--- src/rtl/sdram_bist_pkg.sv ---
// Shared definitions for the SDRAM host BIST: FSM encoding and LFSR constants.
package sdram_bist_pkg;

  typedef enum logic [2:0] {
    S_IDLE,
    S_WR_REQ,
    S_WR_GAP,
    S_RD_REQ,
    S_RD_GAP,
    S_DONE
  } state_t;

  // Right-shifting Galois form of x^16+x^14+x^13+x^11+1
  localparam logic [15:0] LFSR_POLY      = 16'hB400;
  localparam logic [15:0] LFSR_ZERO_SEED = 16'hACE1;

endpackage

--- src/rtl/sdram_bist_pattern.sv ---
// Test data generator. SDRAM_BIST_LFSR_EN selects a 16-bit Galois LFSR;
// otherwise the word is addr ^ seed and no LFSR state exists.
module sdram_bist_pattern
  import sdram_bist_pkg::*;
#(
  parameter int ADDR_W = 24,
  parameter int DATA_W = 16
) (
  input  logic              clk_i,
  input  logic              rst_n_i,
  input  logic              start_i,
  input  logic              reseed_i,
  input  logic              advance_i,
  input  logic [DATA_W-1:0] seed_i,
  input  logic [ADDR_W-1:0] addr_i,
  output logic [DATA_W-1:0] word_o
);

  logic [DATA_W-1:0] seed_q;

  always_ff @(posedge clk_i or negedge rst_n_i) begin
    if (!rst_n_i)     seed_q <= '0;
    else if (start_i) seed_q <= seed_i;
  end

`ifdef SDRAM_BIST_LFSR_EN
  logic [15:0] lfsr;
  logic        unused_ok;

  function automatic logic [15:0] fix_seed(input logic [15:0] s);
    return (s == 16'h0) ? LFSR_ZERO_SEED : s;
  endfunction

  always_ff @(posedge clk_i or negedge rst_n_i) begin
    if (!rst_n_i)       lfsr <= '0;
    else if (start_i)   lfsr <= fix_seed(seed_i[15:0]);
    else if (reseed_i)  lfsr <= fix_seed(seed_q[15:0]);
    else if (advance_i) lfsr <= {1'b0, lfsr[15:1]} ^ (lfsr[0] ? LFSR_POLY : 16'h0);
  end

  assign word_o    = DATA_W'(lfsr);
  assign unused_ok = ^addr_i;
`else
  logic unused_ok;

  assign word_o    = addr_i[DATA_W-1:0] ^ seed_q;
  assign unused_ok = reseed_i ^ advance_i;
`endif

endmodule

--- src/rtl/sdram_host_bist.sv ---
// Host-side SDRAM BIST: write pattern over [lo,hi], read back, compare, report.
// Optional build macro SDRAM_BIST_LFSR_EN switches the data pattern to an LFSR.
module sdram_host_bist
  import sdram_bist_pkg::*;
#(
  parameter int ADDR_W      = 24,
  parameter int DATA_W      = 16,
  parameter int ERR_W       = 16,
  parameter int TIMEOUT_CYC = 1024
) (
  input  logic              clk_i,
  input  logic              rst_n_i,
  input  logic              start_i,
  input  logic [ADDR_W-1:0] addr_lo_i,
  input  logic [ADDR_W-1:0] addr_hi_i,
  input  logic [DATA_W-1:0] seed_i,
  output logic              busy_o,
  output logic              pass_o,
  output logic              fail_o,
  output logic              timeout_o,
  output logic [ERR_W-1:0]  err_count_o,
  output logic [ADDR_W-1:0] first_err_addr_o,
  output logic [DATA_W-1:0] first_err_exp_o,
  output logic [DATA_W-1:0] first_err_got_o,
  output logic              sd_wr_o,
  output logic              sd_rd_o,
  output logic [ADDR_W-1:0] sd_addr_o,
  output logic [DATA_W-1:0] sd_data_o,
  input  logic [DATA_W-1:0] sd_data_i,
  input  logic              sd_done_i
);

  localparam int TMO_W = $clog2(TIMEOUT_CYC + 1);

  state_t            state, state_nx;
  logic [ADDR_W-1:0] addr, lo, hi;
  logic [TMO_W-1:0]  tmo;
  logic [DATA_W-1:0] word;
  logic              start_acc, range_err, at_hi, tmo_hit, miss;
  logic              pat_reseed, pat_advance;

  assign start_acc = start_i && (state == S_IDLE || state == S_DONE);
  assign range_err = addr_hi_i < addr_lo_i;
  assign at_hi     = addr == hi;
  assign tmo_hit   = !sd_done_i && (tmo == TMO_W'(TIMEOUT_CYC - 1));
  assign miss      = state == S_RD_REQ && sd_done_i && sd_data_i != word;

  always_ff @(posedge clk_i or negedge rst_n_i) begin
    if (!rst_n_i) state <= S_IDLE;
    else          state <= state_nx;
  end

  always_comb begin
    state_nx = state;
    case (state)
      S_IDLE, S_DONE: if (start_i) state_nx = range_err ? S_DONE : S_WR_REQ;
      S_WR_REQ: if (sd_done_i) state_nx = S_WR_GAP; else if (tmo_hit) state_nx = S_DONE;
      S_WR_GAP: state_nx = at_hi ? S_RD_REQ : S_WR_REQ;
      S_RD_REQ: if (sd_done_i) state_nx = S_RD_GAP; else if (tmo_hit) state_nx = S_DONE;
      S_RD_GAP: state_nx = at_hi ? S_DONE : S_RD_REQ;
      default:  state_nx = S_IDLE;
    endcase
  end

  always_comb begin
    busy_o      = 1'b0;
    sd_wr_o     = 1'b0;
    sd_rd_o     = 1'b0;
    pat_reseed  = 1'b0;
    pat_advance = 1'b0;
    case (state)
      S_WR_REQ: begin busy_o = 1'b1; sd_wr_o = 1'b1; pat_advance = sd_done_i; end
      S_WR_GAP: begin busy_o = 1'b1; pat_reseed = at_hi; end
      S_RD_REQ: begin busy_o = 1'b1; sd_rd_o = 1'b1; pat_advance = sd_done_i; end
      S_RD_GAP: busy_o = 1'b1;
      default:  ;
    endcase
    sd_addr_o = (sd_wr_o || sd_rd_o) ? addr : '0;
    sd_data_o = sd_wr_o ? word : '0;
  end

  always_ff @(posedge clk_i or negedge rst_n_i) begin
    if (!rst_n_i) begin
      addr <= '0; lo <= '0; hi <= '0; tmo <= '0;
      pass_o <= 1'b0; fail_o <= 1'b0; timeout_o <= 1'b0;
      err_count_o <= '0; first_err_addr_o <= '0;
      first_err_exp_o <= '0; first_err_got_o <= '0;
    end else begin
      tmo <= '0;
      case (state)
        S_IDLE, S_DONE: if (start_acc) begin
          lo <= addr_lo_i; hi <= addr_hi_i; addr <= addr_lo_i;
          pass_o <= 1'b0; fail_o <= range_err; timeout_o <= 1'b0;
          err_count_o <= '0; first_err_addr_o <= '0;
          first_err_exp_o <= '0; first_err_got_o <= '0;
        end
        S_WR_REQ, S_RD_REQ: begin
          tmo <= tmo + 1'b1;
          if (tmo_hit) begin fail_o <= 1'b1; timeout_o <= 1'b1; end
          if (miss) begin
            if (err_count_o != '1) err_count_o <= err_count_o + 1'b1;
            // err_count never returns to zero once set, so zero marks the first miss
            if (err_count_o == '0) begin
              first_err_addr_o <= addr;
              first_err_exp_o  <= word;
              first_err_got_o  <= sd_data_i;
            end
          end
        end
        S_WR_GAP: addr <= at_hi ? lo : addr + 1'b1;
        S_RD_GAP: begin
          if (!at_hi) addr <= addr + 1'b1;
          else begin
            pass_o <= err_count_o == '0;
            fail_o <= err_count_o != '0;
          end
        end
        default: ;
      endcase
    end
  end

  sdram_bist_pattern #(.ADDR_W(ADDR_W), .DATA_W(DATA_W)) u_pattern (
    .clk_i     (clk_i),
    .rst_n_i   (rst_n_i),
    .start_i   (start_acc),
    .reseed_i  (pat_reseed),
    .advance_i (pat_advance),
    .seed_i    (seed_i),
    .addr_i    (addr),
    .word_o    (word)
  );

endmodule
--- config.mk ---
export PLATFORM = sky130hd
export DESIGN_NAME = sdram_host_bist
export DESIGN_NICKNAME = d
export VERILOG_FILES = /design/src/rtl/sdram_bist_pkg.sv /design/src/rtl/sdram_bist_pattern.sv /design/src/rtl/sdram_host_bist.sv
export SDC_FILE = /design/constraint.sdc
export NUM_CORES = 1
export LEC_CHECK = 0
export CELL_PAD_IN_SITES_DETAIL_PLACEMENT = 0
export CELL_PAD_IN_SITES_GLOBAL_PLACEMENT = 1
export CORE_MARGIN = 4
export CORE_UTILIZATION = 24
export DETAILED_ROUTE_END_ITERATION = 10
export GPL_TIMING_DRIVEN = 0
export PLACE_DENSITY = 0.52
export RECOVER_POWER = 50
export SYNTH_ARGS = -nofsm -noshare
export SYNTH_HDL_FRONTEND = slang
export SYNTH_SLANG_ARGS = --single-unit
--- constraint.sdc ---
create_clock -name clk_i -period 2.9 [get_ports clk_i]
set_clock_uncertainty 0.1 [all_clocks]
set_input_delay 0.435 -clock clk_i [delete_from_list [all_inputs] [get_ports clk_i]]
set_output_delay 0.435 -clock clk_i [all_outputs]
set_load 0.02 [all_outputs]
==> qor.csv, run 1 <==
stage,metric,value,unit
die,rows,73,
critical_path,end_kind,output port,
critical_path,critical_path_peak_fanout,10,
run,drv_cap,0,
grt,grt_antenna_before_repair,2,
timing,fin_ws,102,ps
clocking,numCtsBuffers,17,
power_and_ir_drop,seqPwrFrac,29.1,%
final_layout,fin_nets,1439,
synthesis,synth_top_cell_area_share,45.3,%
grt,grt.overflow.total,0,
clocking,insertion_delay,450,ps
timing,hold_viol,0,
clocking,htree_levels,4,
final_layout,diodes,0,
critical_path,critPathKind,register to output port,
grt,grt_usage,18.0,%
final_layout,multi_input_area,4920,um2
clocking,cts_buffer_depth,2,
critical_path,startpoint_type,register,
final_layout,drive_above_1_share,8.80,%
synthesis,synthFlopType,dfrtp_1,
timing,hold_ws,385,ps
routing,vias,8893,
synthesis,yosysMostFrequentCell,nand2_1,
synthesis,synth_cells,1102,
routing,antenna_left,0,
die,chipHeight,210,um
clocking,cts.clk_slew.worst_paths,80,ps
power_and_ir_drop,power.density,1070,nW/um2
synthesis,synth_edf_count,0,
routing,dr.pass1.iters,5,
synthesis,synth_top_area_cell,dfrtp_1,
synthesis,syn_area,9780,um2
routing,drc,0,
synthesis,synthTopCellsByCount,"nand2_1 (244), dfrtp_1 (177), nor2_1 (106)",
clocking,cts.sinks,177,
min_path,hold_path.class,register to register,
critical_path,arrival,2260,ps
power_and_ir_drop,clock_power_share,17.2,%
synthesis,syn-num-nets,1213,
routing,via_per_inst,4.77,
die,initial_core_util,24.4,%
final_layout,fin_util,33.1,%
timing,slew_violations,55,
power_and_ir_drop,switching_share,45.9,%
grt,grt_pass1_vias,8897,
timing,finalCriticalPeriod,2800,ps
grt,grt_pass1_wl,59.9,mm
final_layout,register_area,4430,um2
grt,grt_start_max_net_pins,102,
synthesis,syn_avg_cell_area,8.87,um2
power_and_ir_drop,combPwrFrac,53.7,%
timing,final-setup-viol-count,0,
synthesis,yosys_warnings,0,
placement,place_ws,-1040,ps
timing,slew_headroom,-0.615,%
run_status,violations,slew limit,
synthesis,yosysSeqAreaShare,45.3,%
timing,tightest_slew,1510,ps
die,ioPinCount,202,
routing,wl_per_cell,21.4,um
synthesis,synthTopCellsByArea,"dfrtp_1 (45%), nand2_1 (9.4%), nor2_1 (4.1%)",
die,core,40000,um2
power_and_ir_drop,p_int,7.69,mW
power_and_ir_drop,p_sw,6.52,mW
die,die_w,210,um
timing,max_freq,357,MHz
timing,min_period_over_period,96.5,%
routing,drt_iter0_drc,615,
final_layout,syn_to_final_growth,35.3,%
final_layout,n_fill_cell,4272,
run_status,status,finished with violations,
synthesis,synthArstFlopShare,100,%
placement,dp_hpwl,30.4,mm
placement,io_buffers,201,
critical_path,cp.required,2370,ps
synthesis,ys_seq_elements,177,
synthesis,synth_cell_types,58,
power_and_ir_drop,p_leak,6.03,nW
die,die_area,44000,um2
clocking,root_buffer,clkbuf_16,
clocking,cts_tree,yes,
timing,rsz0062_at_grt,yes,
power_and_ir_drop,irDropWorstVdd,298,uV
routing,wirelength,40.0,mm
placement,gp_congestion,0.819,
sequential cells by signal, summed over array words and instances (netlist names):
register	count
first_err_addr_o	24
u_pattern.seed_q	16
pass_o	1
first_err_exp_o	16
first_err_got_o	16
fail_o	1
timeout_o	1
addr	24
state	3
tmo	11
lo	24
hi	24
err_count_o	16
per-layer routing:
| metal | part of all wire [%] | up-vias | GRT usage, % |
|---|---|---|---|
| li1 | - | 4275 | - |
| met1 | 48 | 4367 | 26.2 |
| met2 | 48 | 233 | 29.0 |
| met3 | 3.9 | 18 | 2.33 |
| met4 | 0.78 | 0 | 2.97 |
| met5 | 0 | - | 0 |
repair_timing:
| item | 4_1_cts | 5_1_grt |
|---|---|---|
| endpoints found under the setup margin | 111 | 87 |
| hold buffers | 1 | 0 |
| gates cloned | 0 | 0 |
| buffers inserted | 3 | 5 |
| resized for setup | 41 | 21 |
| pin swaps | 2 | 6 |
| hold endpoints to repair | 24 | 0 |
cells by family (layout without fill, tap and decap cells):
| logic type | after synthesis | in the layout | share of synthesized area [%] |
|---|---|---|---|
| AO/OA/AOI/OAI | 208 | 208 | 14.0 |
| buffers and inverters | 118 | 357 | 5.58 |
| flip-flops | 177 | 177 | 45.3 |
| AND/OR/NAND/NOR | 508 | 508 | 23.6 |
| adder cells (fa/ha/maj) | 27 | 27 | 3.45 |
| XOR/XNOR | 64 | 64 | 7.98 |
path summary, 6_finish.rpt:
path	to	cells after the start	start	slack, ps
max	sd_addr_o[12]	4	state[2]$_DFFE_PN0P_	100
min	lo[16]$_DFFE_PN0P_	2	lo[16]$_DFFE_PN0P_	380
max reg2reg	first_err_got_o[6]$_DFFE_PN0P_	9	addr[15]$_DFFE_PN0P_	120
min reg2reg	lo[16]$_DFFE_PN0P_	2	lo[16]$_DFFE_PN0P_	380
max in group asynchronous	lo[21]$_DFFE_PN0P_	3	rst_n_i	400
min in group asynchronous	first_err_addr_o[11]$_DFFE_PN0P_	2	rst_n_i	810
metrics by stage:
stage	power (mW)	setup TNS [ps]	cell area (um2)	std cells
6_report	14.2	0	13200	1866
5_1_grt	15.1	-23.9	13200	1866
2_1_floorplan	8.49	0	9780	1102
3_3_place_gp	11.8	-1288210	12400	1828
4_1_cts	14.3	0	13100	1862
3_5_place_dp	11.9	-24050	12500	1829
power by group through the flow:
stage / sequential (mW) / clock, mW / combinational, mW
2_1_floorplan: 4.39 / 0 / 4.09
3_3_place_gp: 4.16 / 0 / 7.69
3_5_place_dp: 4.17 / 0 / 7.69
4_1_cts: 4.15 / 2.50 / 7.68
5_1_grt: 4.26 / 2.60 / 8.27
6_report: 4.13 / 2.45 / 7.63
worst max-delay path: stages, from the launching register on:
cell and delay [ps]:
dfrtp_2 500, nor2b_4 240, clkbuf_2 260, and2_1 200, clkdlybuf4s50_1 620
cell usage in the layout (no fill, tap or decap), types with 16 or more instances in the layout:
cell and instances:
a211oi_1 18, a21oi_1 23, buf_2 22, buf_4 17, clkbuf_1 23, clkbuf_16 17
clkdlybuf4s50_1 142, dfrtp_1 175, dlygate4sd2_1 16, dlygate4sd3_1 43, ha_1 27, inv_1 44
nand2_1 241, nand3_1 74, nor2_1 104, o21ai_0 60, xnor2_1 20, xnor3_1 16
xor2_1 28
final cells by class:
type | instances | area share [%]
Multi-Input combinational cell | 807 | 37.2
Tap cell | 525 | 4.97
Timing Repair Buffer | 211 | 15.7
Clock inverter | 15 | 1.26
Sequential cell | 177 | 33.5
Clock buffer | 17 | 3.22
Buffer | 69 | 2.94
Inverter | 45 | 1.28
No activity file was read; power rests on OpenSTA's default activity.
==> run 2: changes to the inputs <==
--- a/config.mk
+++ b/config.mk
@@ -7,12 +7,14 @@
 export LEC_CHECK = 0
 export CELL_PAD_IN_SITES_DETAIL_PLACEMENT = 0
 export CELL_PAD_IN_SITES_GLOBAL_PLACEMENT = 1
+export CORE_ASPECT_RATIO = 1.2
 export CORE_MARGIN = 4
 export CORE_UTILIZATION = 24
 export DETAILED_ROUTE_END_ITERATION = 10
 export GPL_TIMING_DRIVEN = 0
 export PLACE_DENSITY = 0.52
 export RECOVER_POWER = 50
+export SLEW_MARGIN = 20
 export SYNTH_ARGS = -nofsm -noshare
 export SYNTH_HDL_FRONTEND = slang
 export SYNTH_SLANG_ARGS = --single-unit
==> qor.csv, run 2 (synthesis gave the netlist of run 1 again) <==
stage,metric,value,unit
critical_path,critical-path-max-stage-delay,500,ps
final_layout,register_area,4430,um2
grt,grt_usage,18.2,%
placement,gp_congestion,0.889,
timing,hold_viol,0,
timing,max_freq,358,MHz
critical_path,critPathBufInv,3,
final_layout,layout_commonest_cell,nand2_1,
die,initial_core_util,24.4,%
critical_path,arrival,2260,ps
die,chipHeight,229,um
power_and_ir_drop,power.density,1070,nW/um2
die,ioPinCount,202,
min_path,min_path_cells,2,
clocking,cts_tree,yes,
clocking,numCtsBuffers,17,
final_layout,fin_nets,1442,
timing,hold_ws,386,ps
timing,tightest_slew,1590,ps
critical_path,critical_path_peak_fanout,10,
critical_path,critPathKind,register to output port,
clocking,htree_levels,4,
routing,drc,0,
critical_path,cpLargestDelayFamily,buffers and inverters,
final_layout,n_fill_cell,4254,
placement,io_buffers,201,
routing,dr.pass1.iters,5,
routing,wirelength,40.2,mm
timing,finalSetupTns,0,ps
min_path,min_to,lo[4]$_DFFE_PN0P_,
timing,slew_violations,57,
placement,dp_hpwl,30.9,mm
clocking,root_buffer,clkbuf_16,
timing,finalCriticalPeriod,2800,ps
run,drv_cap,1,
run_status,status,finished with violations,
die,rows,80,
timing,min_period_over_period,96.4,%
critical_path,end_kind,output port,
clocking,cts_buffer_depth,2,
critical_path,startpoint_type,register,
final_layout,syn_to_final_growth,35.8,%
critical_path,cp.required,2370,ps
routing,vias,8807,
critical_path,worst_path_most_repeated_cell,clkbuf_4,
power_and_ir_drop,irDropWorstVdd,548,uV
min_path,hold_path.class,register to register,
min_path,min_from,lo[4]$_DFFE_PN0P_,
clocking,insertion_delay,460,ps
critical_path,rrSetupSlack,100,ps
run_status,violations,"capacitance limit, slew limit",
final_layout,drive_above_1_share,9.38,%
clocking,cts.clk_slew.worst_paths,70,ps
critical_path,crit_chain,"nand2b_2, clkbuf_4, clkbuf_4, nor2_1, clkdlybuf4s15_1",
grt,grt.overflow.total,0,
die,core,40000,um2
critical_path,slowest_stage,dfrtp_2,
die,die_w,192,um
power_and_ir_drop,p_leak,6.09,nW
grt,grt_pass1_wl,59.9,mm
timing,slew_headroom,-5.82,%
routing,drt_iter0_drc,539,
timing,final-setup-viol-count,0,
routing,antenna_left,0,
routing,via_per_inst,4.69,
critical_path,rr_startpoint,addr[1]$_DFFE_PN0P_,
grt,grt_antenna_before_repair,1,
final_layout,diodes,0,
final_layout,fin_util,33.2,%
routing,wl_per_cell,21.4,um
critical_path,reg2regPathDepth,9,
grt,grt_pass1_vias,9024,
grt,grt_start_max_net_pins,65,
final_layout,layout_common_cells,"nand2_1 (241), dfrtp_1 (175), clkdlybuf4s50_1 (131)",
clocking,cts.sinks,177,
critical_path,rr_endpoint,addr[7]$_DFFE_PN0P_,
final_layout,multi_input_area,4920,um2
die,die_area,44100,um2
timing,rsz0062_at_grt,yes,
run 2: cell types whose count changed in the layout (fill, tap and decap cells not counted), sizes merged:
cell	change
dlygate4sd3	+2
clkdlybuf4s15	+2
clkinvlp	+1
inv	-5
buf	+3
dlygate4sd2	+6
clkbuf	+1
clkinv	+3
clkdlybuf4s50	-11
run 2: worst min-delay path, cell delays in order (launching register included):
cell	delay, ps
dfrtp_1	350
nand2_1	40
o21ai_0	60
run 2: area by class of cell:
cell class              count  share of cell area, %
well taps                 533                   5.02
clock inverters            14                   1.18
flip-flops and latches    177                   33.4
multi-input cells         807                   37.1
clock buffers              17                   3.20
inverters                  45                   1.27
repair buffers            213                   16.0
plain buffers              70                   2.90
run 2: report_power, final:
group | switching [mW] | total (mW) | leakage [nW] | internal (mW)
logic | 4.68 | 7.59 | 3.51 | 2.91
clock network | 1.12 | 2.40 | 0.273 | 1.28
registers | 0.724 | 4.15 | 2.30 | 3.43
run 2: worst max path at each step:
stage,startpoint,end,slack (ps),depth (start not counted)
after floorplan,state[2]$_DFFE_PN0P_,first_err_addr_o[19]$_DFFE_PN0P_,520,10
after global placement,rst_n_i,first_err_exp_o[11]$_DFFE_PN0P_,-7060,1
after detailed placement,addr_lo_i[11],fail_o$_DFFE_PN0P_,-740,9
after CTS,state[2]$_DFFE_PN0P_,sd_addr_o[0],8,5
after global routing,addr[11]$_DFFE_PN0P_,err_count_o[13]$_DFFE_PN0P_,-20,8
final,state[2]$_DFFE_PN0P_,sd_addr_o[8],100,5
run 2: repair_timing:
| action | in CTS | in global routing |
|---|---|---|
| hold endpoints to repair | 56 | 0 |
| setup endpoints to repair | 116 | 85 |
| pin swaps | 1 | 2 |
| resized for setup | 52 | 23 |
| setup buffers | 4 | 5 |
| hold buffers | 1 | 0 |
| gates cloned | 0 | 0 |
run 2: stage by stage:
| stage | power, mW | instances | worst slack (ps) | instance area, um2 |
|---|---|---|---|---|
| 4_1_cts | 14.3 | 1872 | 7.65 | 13200 |
| 3_3_place_gp | 11.9 | 1836 | -7060 | 12500 |
| 3_5_place_dp | 11.9 | 1838 | -743 | 12500 |
| 5_1_grt | 15.1 | 1876 | -15.6 | 13300 |
| 6_report | 14.1 | 1876 | 104 | 13300 |
| 2_1_floorplan | 8.49 | 1102 | 520 | 9780 |
run 2: metal layers:
| layer | wire length (um) | track usage (%) | share of wire [%] | vias up |
|---|---|---|---|---|
| met5 | 0 | 0 | 0 | - |
| met2 | 20600 | 31.5 | 51 | 204 |
| met4 | 641 | 4.32 | 1.6 | 0 |
| li1 | - | - | - | 4262 |
| met3 | 1810 | 3.18 | 4.5 | 30 |
| met1 | 17100 | 23.6 | 43 | 4311 |
==> run 3: changes to the inputs <==
--- a/config.mk
+++ b/config.mk
@@ -14,6 +14,7 @@
 export GPL_TIMING_DRIVEN = 0
 export PLACE_DENSITY = 0.52
 export RECOVER_POWER = 50
+export SKIP_CTS_REPAIR_TIMING = 1
 export SLEW_MARGIN = 20
 export SYNTH_ARGS = -nofsm -noshare
 export SYNTH_HDL_FRONTEND = slang
==> qor.csv, run 3 (synthesis gave the netlist of run 1 again) <==
stage,metric,value,unit
min_path,min_to,lo[4]$_DFFE_PN0P_,
timing,final-setup-viol-count,0,
power_and_ir_drop,power.density,1070,nW/um2
timing,max_freq,356,MHz
final_layout,layout_common_cells,"nand2_1 (241), dfrtp_1 (175), clkdlybuf4s50_1 (130)",
timing,min_period_over_period,96.8,%
routing,drt_iter0_drc,514,
run_status,status,finished with violations,
final_layout,layout_commonest_cell,nand2_1,
clocking,numCtsBuffers,17,
critical_path,reg2regPathDepth,9,
placement,io_buffers,201,
critical_path,startpoint_type,input port,
die,initial_core_util,24.4,%
grt,grt.overflow.total,0,
placement,gp_congestion,0.889,
placement,place_ws,-743,ps
min_path,min_from,lo[4]$_DFFE_PN0P_,
critical_path,arrival,3050,ps
critical_path,cp.required,3140,ps
min_path,hold_path.class,register to register,
timing,fin_ws,93.8,ps
critical_path,end_kind,register,
min_path,min_path_cells,2,
final_layout,diodes,0,
power_and_ir_drop,irDropWorstVdd,552,uV
routing,dr.pass1.iters,4,
grt,grt_start_max_net_pins,65,
routing,antenna_left,0,
timing,slew_violations,57,
die,rows,80,
run,drv_cap,1,
final_layout,fin_nets,1443,
die,ioPinCount,202,
final_layout,register_area,4430,um2
die,die_w,192,um
routing,wl_per_cell,21.4,um
grt,grt_usage,18.2,%
final_layout,multi_input_area,4920,um2
clocking,cts_buffer_depth,2,
die,die_area,44100,um2
critical_path,critical_path_peak_fanout,3,
critical_path,critPathKind,input port to register,
final_layout,layout.cells.non_filler,1877,
routing,vias,8864,
placement,dp.cells,1838,
timing,finalSetupTns,0,ps
placement,dp_hpwl,30.9,mm
power_and_ir_drop,p_leak,6.40,nW
grt,grt_pass1_vias,8986,
grt,grt_antenna_before_repair,1,
clocking,cts.clk_slew.worst_paths,70,ps
final_layout,syn_to_final_growth,36.8,%
clocking,htree_levels,4,
routing,drc,0,
timing,hold_viol,0,
final_layout,final_area,13400,um2
routing,via_per_inst,4.72,
critical_path,rr_startpoint,addr[1]$_DFFE_PN0P_,
clocking,cts_tree,yes,
final_layout,drive_above_1_share,9.38,%
timing,slew_headroom,-5.04,%
clocking,insertion_delay,460,ps
grt,grt_pass1_wl,59.7,mm
critical_path,rrSetupSlack,130,ps
final_layout,n_fill_cell,4229,
die,core,40000,um2
clocking,root_buffer,clkbuf_16,
placement,place_area,12500,um2
clocking,cts.sinks,177,
timing,tightest_slew,1580,ps
run_status,violations,"capacitance limit, slew limit",
timing,finalCriticalPeriod,2810,ps
die,chipHeight,229,um
critical_path,rr_endpoint,addr[9]$_DFFE_PN0P_,
routing,wirelength,40.3,mm
final_layout,fin_util,33.4,%
[run 3: cell types whose count changed in the layout (fill, tap and decap cells not counted), sizes merged]
cell           previous run  this run
buf                      51        50
clkbuf                   49        50
dlygate4sd2              22         0
dlygate4sd3              45        46
clkdlybuf4s50           131       130
clkdlybuf4s15             2         0
dlymetal6s2s              0        25
[run 3: power breakdown]
part	switching [mW]	internal [mW]
sequential	0.725	3.43
combinational	4.69	3.02
clock	1.13	1.28
total	6.55	7.73
[run 3: metal layers]
metal / GRT usage [%] / wire, um / vias up
li1: - / - / 4268
met1: 23.7 / 17200 / 4325
met2: 31.5 / 20500 / 232
met3: 2.97 / 1760 / 39
met4: 4.35 / 716 / 0
met5: 0 / 0 / -
[run 3: how the worst max path moves through the flow]
| stage | start | to | slack, ps | cells after the start |
|---|---|---|---|---|
| after floorplan | state[2]$_DFFE_PN0P_ | first_err_addr_o[19]$_DFFE_PN0P_ | 520 | 10 |
| after detailed placement | addr_lo_i[11] | fail_o$_DFFE_PN0P_ | -740 | 9 |
| after global placement | rst_n_i | first_err_exp_o[11]$_DFFE_PN0P_ | -7060 | 1 |
| final | addr_lo_i[11] | fail_o$_DFFE_PN0P_ | 90 | 10 |
| after global routing | addr_lo_i[11] | fail_o$_DFFE_PN0P_ | -5 | 10 |
| after CTS | state[2]$_DFFE_PN0P_ | sd_addr_o[0] | -1210 | 7 |
[run 3: layout make-up]
class,instances,area share (%)
clock buffer,17,3.18
timing repair buffer,213,16.5
clock inverter,14,1.17
sequential,177,33.1
tap,533,4.99
inverter,45,1.28
multi-input combinational,807,36.8
buffer,71,2.96
[run 3: critical path, stage by stage]
cell             delay (ps)
clkdlybuf4s50_1         450
inv_1                    80
ha_1                    310
a21oi_1                 120
o21ai_0                 130
a221o_1                 420
a2111oi_2               480
o21ai_1                 130
buf_4                   190
a221oi_1                290
[run 3: through the flow]
stage,hold WS (ps),power [mW]
after floorplan,39.4,8.49
after global placement,363,11.9
after detailed placement,304,11.9
after CTS,-197,14.4
after global routing,397,15.2
final,385,14.3
